===== src/rtl/signed_calc_pkg.sv =====
// signed_calc_pkg -- shared definitions for the sequential sign-magnitude divider.
//   state_t        : divider FSM states (IDLE, CALC, DONE)
//   DEFAULT_WIDTH  : default sign-magnitude operand width
//   sign_idx()     : bit index of the sign bit for a given width
//   mag_msb()      : bit index of the magnitude MSB for a given width
package signed_calc_pkg;

  typedef enum logic [1:0] {
    IDLE = 2'd0,
    CALC = 2'd1,
    DONE = 2'd2
  } state_t;

  localparam int DEFAULT_WIDTH = 3;

  function automatic int sign_idx(input int width);
    return width - 1;
  endfunction

  function automatic int mag_msb(input int width);
    return width - 2;
  endfunction

endpackage


===== src/rtl/signed_divider_seq_if.sv =====
// signed_divider_seq_if -- request/result bundle for signed_divider_seq.
//   start, a, b        : request side, driven by the master
//   busy, done         : status, driven by the divider
//   quotient, remainder: registered sign-magnitude results
//   div_zero           : divisor-magnitude-zero flag (only with DIV_ZERO_FLAG_EN)
//   state_dbg          : current FSM state, for observation only
//
// Handshake: start is a request that the divider takes on a rising edge only
// when busy=0 and done=0 (the IDLE cycle after a done pulse is the earliest
// reissue point). a and b are sampled on that same edge only. done is a
// one-cycle pulse; quotient/remainder (and div_zero) are valid from that
// cycle and hold until the next accepted request completes.
interface signed_divider_seq_if
  import signed_calc_pkg::*;
#(
  parameter int WIDTH = DEFAULT_WIDTH
);

  logic             start;
  logic [WIDTH-1:0] a;
  logic [WIDTH-1:0] b;
  logic             busy;
  logic             done;
  logic [WIDTH-1:0] quotient;
  logic [WIDTH-1:0] remainder;
`ifdef DIV_ZERO_FLAG_EN
  logic             div_zero;
`endif
  state_t           state_dbg;

  modport master (
    output start, a, b,
    input  busy, done, quotient, remainder, state_dbg
`ifdef DIV_ZERO_FLAG_EN
    , input div_zero
`endif
  );

  modport slave (
    input  start, a, b,
    output busy, done, quotient, remainder, state_dbg
`ifdef DIV_ZERO_FLAG_EN
    , output div_zero
`endif
  );

endinterface


===== src/rtl/signed_divider_seq_div_step.sv =====
// div_step -- one unsigned restoring-division step (combinational).
//   rem_in       : partial remainder before the step (M bits)
//   dividend_bit : next dividend magnitude bit, MSB first
//   divisor      : divisor magnitude (M bits)
//   rem_out      : partial remainder after the step
//   q_bit        : quotient bit produced by this step
// The shifted remainder and the subtraction are M+1 bits wide so the
// compare/subtract never overflows. With a zero divisor every step
// "succeeds", giving an all-ones quotient and a remainder equal to the
// dividend, which is exactly the divide-by-zero result we want.
module div_step #(
  parameter int M = 2
) (
  input  logic [M-1:0] rem_in,
  input  logic         dividend_bit,
  input  logic [M-1:0] divisor,
  output logic [M-1:0] rem_out,
  output logic         q_bit
);

  logic [M:0] shifted;
  logic [M:0] diff;

  assign shifted = {rem_in, dividend_bit};
  assign q_bit   = (shifted >= {1'b0, divisor});
  assign diff    = shifted - {1'b0, divisor};
  // Result always fits in M bits: below the divisor when it is non-zero,
  // or a prefix of the M-bit dividend when the divisor is zero.
  assign rem_out = M'(q_bit ? diff : shifted);

endmodule


===== src/rtl/signed_divider_seq.sv =====
// signed_divider_seq -- sequential sign-magnitude divider, one quotient bit
// per clock (restoring division on the magnitudes, MSB first).
//   clk, rst_n : rising-edge clock, asynchronous active-low reset
//   bus        : signed_divider_seq_if.slave (start/a/b in; busy/done/
//                quotient/remainder/state_dbg out; div_zero when enabled)
// Optional feature: define DIV_ZERO_FLAG_EN to build the registered
// div_zero flag (1 iff the latched divisor magnitude is zero).
// Timing: request taken at edge A; steps run on edges A+1..A+M; results and
// done register on edge A+M+1. busy is high from edge A to edge A+M+1.
// WIDTH must be at least 3.
module signed_divider_seq
  import signed_calc_pkg::*;
#(
  parameter int WIDTH = DEFAULT_WIDTH
) (
  input logic                 clk,
  input logic                 rst_n,
  signed_divider_seq_if.slave bus
);

  localparam int M  = WIDTH - 1;
  localparam int CW = $clog2(WIDTH);
  localparam int SI = sign_idx(WIDTH);
  localparam int MM = mag_msb(WIDTH);

  state_t           state;
  state_t           next_state;
  logic [CW-1:0]    cnt;
  logic             a_sign;
  logic             b_sign;
  logic [M-1:0]     dvd;
  logic [M-1:0]     dvs;
  logic [M-1:0]     rem;
  logic [M-1:0]     q_acc;
  logic [WIDTH-1:0] quotient_r;
  logic [WIDTH-1:0] remainder_r;
  logic             done_r;
  logic [M-1:0]     step_rem;
  logic             step_q;
  logic             accept;
  logic             q_sign;

  // done_r is high only in the IDLE cycle right after DONE; gating on it
  // keeps a start that coincides with the done pulse from being taken.
  assign accept = (state == IDLE) && bus.start && !done_r;

  // Negative zero is not produced for the quotient.
  assign q_sign = (a_sign ^ b_sign) && (q_acc != '0);

  div_step #(.M(M)) u_step (
    .rem_in       (rem),
    .dividend_bit (dvd[MM]),
    .divisor      (dvs),
    .rem_out      (step_rem),
    .q_bit        (step_q)
  );

  always_ff @(posedge clk or negedge rst_n) begin
    if (!rst_n) state <= IDLE;
    else        state <= next_state;
  end

  always_comb begin
    next_state = state;
    case (state)
      IDLE:    if (accept) next_state = CALC;
      CALC:    if (cnt == CW'(1)) next_state = DONE;
      DONE:    next_state = IDLE;
      default: next_state = IDLE;
    endcase
  end

  always_ff @(posedge clk or negedge rst_n) begin
    if (!rst_n) begin
      cnt         <= '0;
      a_sign      <= 1'b0;
      b_sign      <= 1'b0;
      dvd         <= '0;
      dvs         <= '0;
      rem         <= '0;
      q_acc       <= '0;
      quotient_r  <= '0;
      remainder_r <= '0;
      done_r      <= 1'b0;
    end else begin
      done_r <= (state == DONE);
      if (accept) begin
        a_sign <= bus.a[SI];
        b_sign <= bus.b[SI];
        dvd    <= bus.a[MM:0];
        dvs    <= bus.b[MM:0];
        rem    <= '0;
        q_acc  <= '0;
        cnt    <= CW'(M);
      end else if (state == CALC) begin
        rem   <= step_rem;
        q_acc <= {q_acc[MM-1:0], step_q};
        dvd   <= {dvd[MM-1:0], 1'b0};
        cnt   <= cnt - CW'(1);
      end else if (state == DONE) begin
        quotient_r  <= {q_sign, q_acc};
        // Remainder keeps the dividend sign, including negative zero.
        remainder_r <= {a_sign, rem};
      end
    end
  end

`ifdef DIV_ZERO_FLAG_EN
  logic div_zero_r;

  always_ff @(posedge clk or negedge rst_n) begin
    if (!rst_n)              div_zero_r <= 1'b0;
    else if (state == DONE)  div_zero_r <= (dvs == '0);
  end

  assign bus.div_zero = div_zero_r;
`endif

  assign bus.busy      = (state != IDLE);
  assign bus.done      = done_r;
  assign bus.quotient  = quotient_r;
  assign bus.remainder = remainder_r;
  assign bus.state_dbg = state;

endmodule


===== src/flat_wrapper.sv =====
// flat-port wrapper written by rule: the top's interface ports become plain ports
module signed_divider_seq_flat import signed_calc_pkg::*;
#(
  parameter int WIDTH = DEFAULT_WIDTH
)
  (clk, rst_n, bus_start, bus_a, bus_b, bus_busy, bus_done, bus_quotient, bus_remainder, bus_state_dbg);
  signed_divider_seq_if #(.WIDTH(WIDTH)) bus_i ();
  input logic clk;
  input logic rst_n;
  input wire logic [$bits(bus_i.start)-1:0] bus_start;
  input wire logic [$bits(bus_i.a)-1:0] bus_a;
  input wire logic [$bits(bus_i.b)-1:0] bus_b;
  output wire logic [$bits(bus_i.busy)-1:0] bus_busy;
  output wire logic [$bits(bus_i.done)-1:0] bus_done;
  output wire logic [$bits(bus_i.quotient)-1:0] bus_quotient;
  output wire logic [$bits(bus_i.remainder)-1:0] bus_remainder;
  output wire logic [$bits(bus_i.state_dbg)-1:0] bus_state_dbg;
  assign bus_i.start = bus_start;
  assign bus_i.a = bus_a;
  assign bus_i.b = bus_b;
  assign bus_busy = bus_i.busy;
  assign bus_done = bus_i.done;
  assign bus_quotient = bus_i.quotient;
  assign bus_remainder = bus_i.remainder;
  assign bus_state_dbg = bus_i.state_dbg;
  signed_divider_seq #(.WIDTH(WIDTH)) u_core (.clk(clk), .rst_n(rst_n), .bus(bus_i));
endmodule

===== config.mk =====
export PLATFORM = sky130hd
export DESIGN_NAME = signed_divider_seq_flat
export DESIGN_NICKNAME = d
export VERILOG_FILES = /design/src/rtl/signed_calc_pkg.sv /design/src/rtl/signed_divider_seq_if.sv /design/src/rtl/signed_divider_seq_div_step.sv /design/src/rtl/signed_divider_seq.sv /design/src/flat_wrapper.sv
export SDC_FILE = /design/constraint.sdc
export NUM_CORES = 1
export LEC_CHECK = 0
export CORE_ASPECT_RATIO = 1.4
export CORE_UTILIZATION = 41
export CTS_CLUSTER_DIAMETER = 60
export CTS_CLUSTER_SIZE = 24
export DETAILED_ROUTE_END_ITERATION = 12
export PLACE_DENSITY = 0.76
export SYNTH_ARGS = -nofsm -noshare
export SYNTH_HDL_FRONTEND = slang
export SYNTH_SLANG_ARGS = --single-unit

===== constraint.sdc =====
create_clock -name clk -period 3.3 [get_ports clk]
set_clock_uncertainty 0.15 [all_clocks]
set_input_delay 0.66 -clock clk [delete_from_list [all_inputs] [get_ports clk]]
set_output_delay 0.66 -clock clk [all_outputs]
set_load 0.02 [all_outputs]

==> results of run 1 <==
[layout make-up]
| cell class | count | area, um^2 |
|---|---|---|
| fill | 197 | 1000 |
| sequential | 21 | 526 |
| multi-input combinational | 54 | 373 |
| timing repair buffer | 18 | 180 |
| tap | 22 | 27.5 |
| clock buffer | 3 | 22.5 |
| inverter | 5 | 18.8 |
| clock inverter | 1 | 5.00 |
[registers in the layout, indices dropped and copies added (netlist names)]
signal,flops
u_core.q_acc,2
u_core.bus.remainder,3
u_core.cnt,2
u_core.bus.done,1
u_core.b_sign,1
u_core.bus.state_dbg,2
u_core.dvd,2
u_core.bus.quotient,3
u_core.dvs,2
u_core.a_sign,1
u_core.rem,2
[through the flow]
| step | hold WS (ns) | cells | power, uW | util [%] | setup WS (ns) |
|---|---|---|---|---|---|
| 2_1_floorplan | 0.214 | 83 | 862 | - | 1.59 |
| 3_3_place_gp | 0.311 | 120 | 1020 | 52.3 | 1.17 |
| 3_5_place_dp | 0.323 | 120 | 1050 | 52.3 | 1.10 |
| 4_1_cts | 0.349 | 124 | 1180 | 53.5 | 0.944 |
| 5_1_grt | 0.371 | 124 | 1250 | 53.5 | 0.889 |
| 6_report | 0.342 | 124 | 1160 | 53.5 | 0.953 |
[worst reg2reg max path, delay by kind of cell, from the launching register on]
family	cells	cell delay, ns
compound gates	2	0.42
flops	1	0.37
fa+ha+maj	1	0.30
mux	1	0.23
simple gates	1	0.15
buf+inv	1	0.07
[how the worst min path moves through the flow]
| stage | to | slack [ns] |
|---|---|---|
| floorplan | u_core.a_sign$_DFFE_PN0P_ | 0.21 |
| detailed placement | u_core.bus.quotient[0]$_DFFE_PN0P_ | 0.32 |
| global route | u_core.bus.quotient[2]$_DFFE_PN0P_ | 0.37 |
| finish | u_core.bus.quotient[2]$_DFFE_PN0P_ | 0.34 |
| global placement | u_core.bus.quotient[2]$_DFFE_PN0P_ | 0.31 |
| CTS | u_core.bus.quotient[0]$_DFFE_PN0P_ | 0.35 |
[metal layers]
metal  share of wire [%]  GRT usage, %  vias up
met5                   0             0        -
met4                 3.1          11.2        0
met3                 3.4          3.07        5
met2                  51          24.4       15
met1                  43          16.3      299
li1                    -             -      320
[power by group]
group          internal, uW  switching, uW  total (uW)  leakage (uW)
combinational           283            306         588      0.000255
sequential              376           75.5         451      0.000261
clock                  45.4           77.3         123     0.0000177
total                   704            458        1160      0.000534
[placed cells by master (no fill, tap or decap), types with 2 or more instances in the layout]
cell type         n
clkbuf_4          3
clkdlybuf4s50_1  18
dfrtp_1          21
ha_1              3
inv_1             5
mux2_2            4
nand2_1          13
nand2b_1          2
nand3_1           8
o21ai_0           4
o21ai_1           3
[logic make-up after synthesis]
logic type | count (synthesis) | synth area share [%]
adder cells (fa/ha/maj) | 3 | 4.01
AND/OR/NAND/NOR | 32 | 18.3
multiplexers | 5 | 5.88
buffers and inverters | 8 | 4.01
AO/OA/AOI/OAI | 13 | 10.7
flip-flops | 21 | 56.1
XOR/XNOR | 1 | 0.936
==> key figures, run 1 <==
CTS
  – CTS buffer count: 3
  – Root buffer cell: clkbuf_4
  – Resized Gates After CTS: 0
  – Clk buf depth: 2
  – CTS tree: yes
  – Hold buffers post-CTS: 0
  – # Post-CTS Setup Buffers: 0
  – H-tree depth: 1
  – Clk sinks: 21
  – Clock Latency Late Sink: 0.31 ns
  – Clock-pin slew on the worst setup and hold paths: 0.11 ns

Timing
  – Max Slew Vio Count: 0
  – Max frequency: 426 MHz
  – Setup_tns: 0 ns
  – Final Hold Viols: 0
  – Unrepaired setup endpoints after global routing: no
  – Max-slew headroom: 41.5%
  – Fin crit share: 71.1%
  – Least-Margin Pin Slew: 0.875 ns
  – Fin crit period: 2.35 ns
  – Final setup violating endpoints: 0

Route
  – DRC violations left: 0
  – ANT nets after route: 0
  – Vias per inst: 5.15
  – DR iter-0 viols: 14
  – DRT Pass-1 Iters: 4
  – Avg WL per Cell: 13.1 um
  – DR vias: 639
  – Wirelength, routed: 1.62 mm

Outcome
  – Status: complete, no violations

Place
  – Detailed Place HPWL: 1.24 mm
  – RePlAce Congestion: 0.810
  – DP Area: 1120 um^2
  – Port Buf Inserts: 18

Critical path
  – Beginning of the critical path: u_core.bus.state_dbg[1]$_DFFE_PN0P_
  – Crit-path slowest cell: clkdlybuf4s50_1
  – CP endpoint kind: primary output
  – Critical path depth: 2
  – Startpoint types: flop
  – CP endpoint: bus_busy
  – Worst-path fanout max: 5
  – Critical path data required time: 2.49 ns
  – WP buf/inv: 1
  – Critical Path, Cell by Cell: or2_4 > clkdlybuf4s50_1
  – Reg2reg start: u_core.dvd[1]$_DFFE_PN0P_
  – Worst reg2reg path depth: 6
  – Critical path type: reg -> out
  – Crit path max-delay family: buffers and inverters
  – Slowest stage delay, CP: 0.53 ns
  – RR Endpoint: u_core.rem[1]$_DFFE_PN0P_
  – Arrival time worst endpoint: 1.54 ns
  – R2r setup slk: 1.48 ns

Logic synthesis
  – Count of cell types in the netlist: 29
  – Top cell types by occurrence after synthesis: dfrtp_1 (21), nand2_1 (13), nand3_1 (8), inv_1 (5)
  – Yosys warning count: 0
  – Top post-synthesis cells by area: dfrtp_1 (56%), nand2_1 (5.2%), mux2_2 (4.8%), nand3_1 (4.3%), ha_1 (4.0%)
  – FF+latch count, synth: 21
  – Count leader, synth: dfrtp_1
  – Synth Flop Type: dfrtp_1
  – Yosys top cell area share: 56.1%
  – Syn_nets: 95
  – Post-synth top area cell: dfrtp_1
  – Post-synth ARST share: 100%
  – Post-synthesis sequential area ratio: 56.1%
  – Cells after Synth: 83
  – Syn_area_per_cell: 11.3 um^2
  – Post-Syn Area: 936 um^2
  – EDFF count, synth: 0

Final layout
  – Fraction of layout cells with a size suffix above 1: 13.7%
  – Layout Nets: 115
  – Final Cell Area: 1150 um^2
  – Diode count: 0
  – Area Growth Syn to Fin: 23.1%

Power and ir drop
  – Max IR drop VDD: 0.000362 V
  – PwrDens: 1010 nW/um^2
  – Leakage power total: 0.000534 uW

Die
  – Core ar.: 2150 um^2
  – Row Count: 20
  – Die Ht: 58.5 um
  – Total Die Area: 2480 um^2
  – Die W: 42.4 um
  – I/O Pins: 19
  – Starting Density: 43.5%

Global route
  – Largest net degree at the start of global routing: 22
  – First-pass GRT wire length: 2.67 mm
  – Number of global-route vias before repair: 627
  – Gr ovfl total: 0
  – Initial antenna violation count: 0
  – Gr usage total: 14.7%

Min path
  – Worst hold start: u_core.bus.quotient[2]$_DFFE_PN0P_
  – Hold WC Path Type: reg -> reg
  – Hold path cells: 1

Run
  – MaxCap Viol Count: 0
Power figures use the tool's default switching activity.
==> inputs of run 2 (changes only) <==
- PLACE_DENSITY: 0.76 -> 0.79
- clock period: 3.3 -> 2.15 ns (I/O delays scaled with it)
==> run 2 against run 1 <==
Net effect: design area increased by 2.2%; worst setup slack worse by 0.75 ns; routed wire length is 4.4% higher; via count up 6.6%; largest cell class unchanged; largest power group unchanged; highest routed layer unchanged.
==> key figures, run 2 (same netlist as run 1, synthesis figures left out) <==
Power and ir drop
  – Leakage power total: 0.000556 uW (+4.2%)
  – P_int: 1100 uW (+57%)
  – Max IR drop VDD: 0.000647 V (+79%)
  – Total power: 1820 uW (+57%)
  – PwrDens: 1550 nW/um^2 (+53%)
  – Reg power frac: 38.0% (-0.8 points)
  – Switch share: 39.4% (-0.069 points)
  – Comb pwr share: 51.4% (+0.8 points)
  – Net Switching: 717 uW (+56%)
  – Clock power share: 10.5% (about the same)

Timing
  – Setup_tns: 0 ns (unchanged)
  – Max Slew Vio Count: 0 (unchanged)
  – Final Hold Viols: 0 (unchanged)
  – Unrepaired setup endpoints after global routing: no
  – Fin crit period: 1.94 ns
  – Final setup violating endpoints: 0 (unchanged)
  – Max-slew headroom: 76.8% (+35 points)
  – Least-Margin Pin Slew: 0.347 ns (-0.529 ns)
  – Max frequency: 514 MHz
  – Fin crit share: 90.4%

CTS
  – H-tree depth: 1 (unchanged)
  – Clk buf depth: 2 (unchanged)
  – CTS tree: yes
  – Hold buffers post-CTS: 0 (unchanged)
  – Root buffer cell: clkbuf_4
  – Clock-pin slew on the worst setup and hold paths: 0.12 ns (about the same)
  – Clock Latency Late Sink: 0.31 ns (about the same)
  – Clk sinks: 21 (unchanged)
  – CTS buffer count: 3 (unchanged)

Global route
  – Number of global-route vias before repair: 600 (-4.3%)
  – Largest net degree at the start of global routing: 22 (unchanged)
  – Initial antenna violation count: 0 (unchanged)
  – Gr usage total: 14.7% (+0.072 points)
  – First-pass GRT wire length: 2.68 mm (+0.52%)
  – Gr ovfl total: 0 (unchanged)

Route
  – ANT nets after route: 0 (unchanged)
  – Wirelength, routed: 1.69 mm (+4.4%)
  – DR vias: 681 (+6.6%)
  – Vias per inst: 5.36 (+4.1%)
  – DR iter-0 viols: 17 (+3)
  – Avg WL per Cell: 13.3 um (+1.9%)
  – DRT Pass-1 Iters: 4 (unchanged)
  – DRC violations left: 0 (unchanged)

Critical path
  – Slowest stage delay, CP: 0.64 ns (+0.11 ns)
  – Arrival time worst endpoint: 1.36 ns (-0.18 ns)
  – Worst-path fanout max: 5 (unchanged)
  – Crit-path slowest cell: clkdlybuf4s50_1
  – Critical Path, Cell by Cell: clkdlybuf4s50_1
  – Startpoint types: flop
  – Critical path depth: 1 (-1)
  – Critical path type: reg -> out
  – CP endpoint kind: primary output
  – Critical path data required time: 1.57 ns (-0.92 ns)
  – Worst reg2reg path depth: 6 (unchanged)
  – WP buf/inv: 1 (unchanged)
  – Crit path max-delay family: buffers and inverters

Place
  – Port Buf Inserts: 18 (unchanged)
  – RePlAce Congestion: 0.786 (-2.9%)
  – Detailed Place HPWL: 1.22 mm (-1.0%)

Final layout
  – Area Growth Syn to Fin: 25.8%
  – Layout Nets: 118 (+2.6%)
  – Most common cell after layout, fill and taps aside: dfrtp_1
  – Diode count: 0 (unchanged)
  – Filler cells: 189 (-4.1%)
  – Fraction of layout cells with a size suffix above 1: 16.2% (+2.5 points)
  – Highest-count cells in the layout ignoring fill and taps: dfrtp_1 (21), clkdlybuf4s50_1 (17), nand2_1 (13)

Die
  – Core ar.: 2150 um^2 (unchanged)
  – Row Count: 20 (unchanged)
  – I/O Pins: 19 (unchanged)
  – Starting Density: 43.5% (unchanged)
  – Total Die Area: 2480 um^2 (unchanged)
  – Die W: 42.4 um (unchanged)
  – Die Ht: 58.5 um (unchanged)

Run
  – MaxCap Viol Count: 0 (unchanged)

Min path
  – Hold WC Path Type: in -> async

Outcome
  – Status: complete, no violations
==> run 2: changes by cell type in the layout (fill, tap and decap cells not counted) <==
cell,change
dlymetal6s2s_1,+1
clkdlybuf4s50_1,-1
buf_4,+3
==> run 2: worst paths after layout <==
check	start	endpoint	slack, ns
max in group asynchronous	rst_n	u_core.dvs[0]$_DFFE_PN0P_	1.34
min in group clk	u_core.dvs[0]$_DFFE_PN0P_	u_core.dvs[0]$_DFFE_PN0P_	0.35
min reg2reg	u_core.dvs[0]$_DFFE_PN0P_	u_core.dvs[0]$_DFFE_PN0P_	0.35
min	rst_n	u_core.b_sign$_DFFE_PN0P_	0.29
max reg2reg	u_core.dvd[1]$_DFFE_PN0P_	u_core.rem[1]$_DFFE_PN0P_	0.33
max	u_core.bus.state_dbg[0]$_DFFE_PN0P_	bus_state_dbg[0]	0.21
==> run 2: worst reg2reg max path, stage by stage (launching register included) <==
cell      delay (ns)
dfrtp_1         0.36
inv_1           0.06
ha_1            0.30
nand2b_1        0.17
a211oi_2        0.37
mux2i_1         0.23
o21ai_1         0.07
==> run 2: cell type report <==
type | count | area, um^2 | area share (%)
clock inverter | 1 | 5.00 | 0.425
tap | 22 | 27.5 | 2.34
sequential | 21 | 526 | 44.6
inverter | 5 | 18.8 | 1.59
clock buffer | 3 | 22.5 | 1.91
multi-input combinational | 54 | 373 | 31.7
timing repair buffer | 21 | 205 | 17.4
==> run 2: per-stage QoR <==
step	utilization [%]	hold slack [ns]	instance area [um^2]	std cells	setup WS, ns
floorplan	-	-0.0156	936	83	0.445
global placement	53.3	0.307	1150	123	0.355
detailed placement	53.3	0.322	1150	123	0.309
CTS	54.6	0.296	1170	127	0.0229
global route	54.7	0.308	1180	127	0.153
finish	54.7	0.292	1180	127	0.205
==> run 2: layer usage <==
| metal | global-route usage (%) | part of all wire, % | vias up |
|---|---|---|---|
| li1 | - | - | 328 |
| met1 | 16.7 | 39 | 327 |
| met2 | 26.4 | 53 | 21 |
| met3 | 2.15 | 4.6 | 5 |
| met4 | 8.04 | 2.6 | 0 |
| met5 | 0 | 0 | - |
==> run 2: what timing repair did <==
action,4_1_cts,5_1_grt
buffers inserted,0,0
resized for setup,0,1
setup endpoints to repair,0,1
==> run 2: power by group through the flow <==
stage,sequential [uW],combinational [uW],clock [uW]
after global placement,692,905,0
after global routing,716,1020,218
after floorplan,767,556,0
final,693,937,192
after CTS,695,955,198
after detailed placement,702,941,0
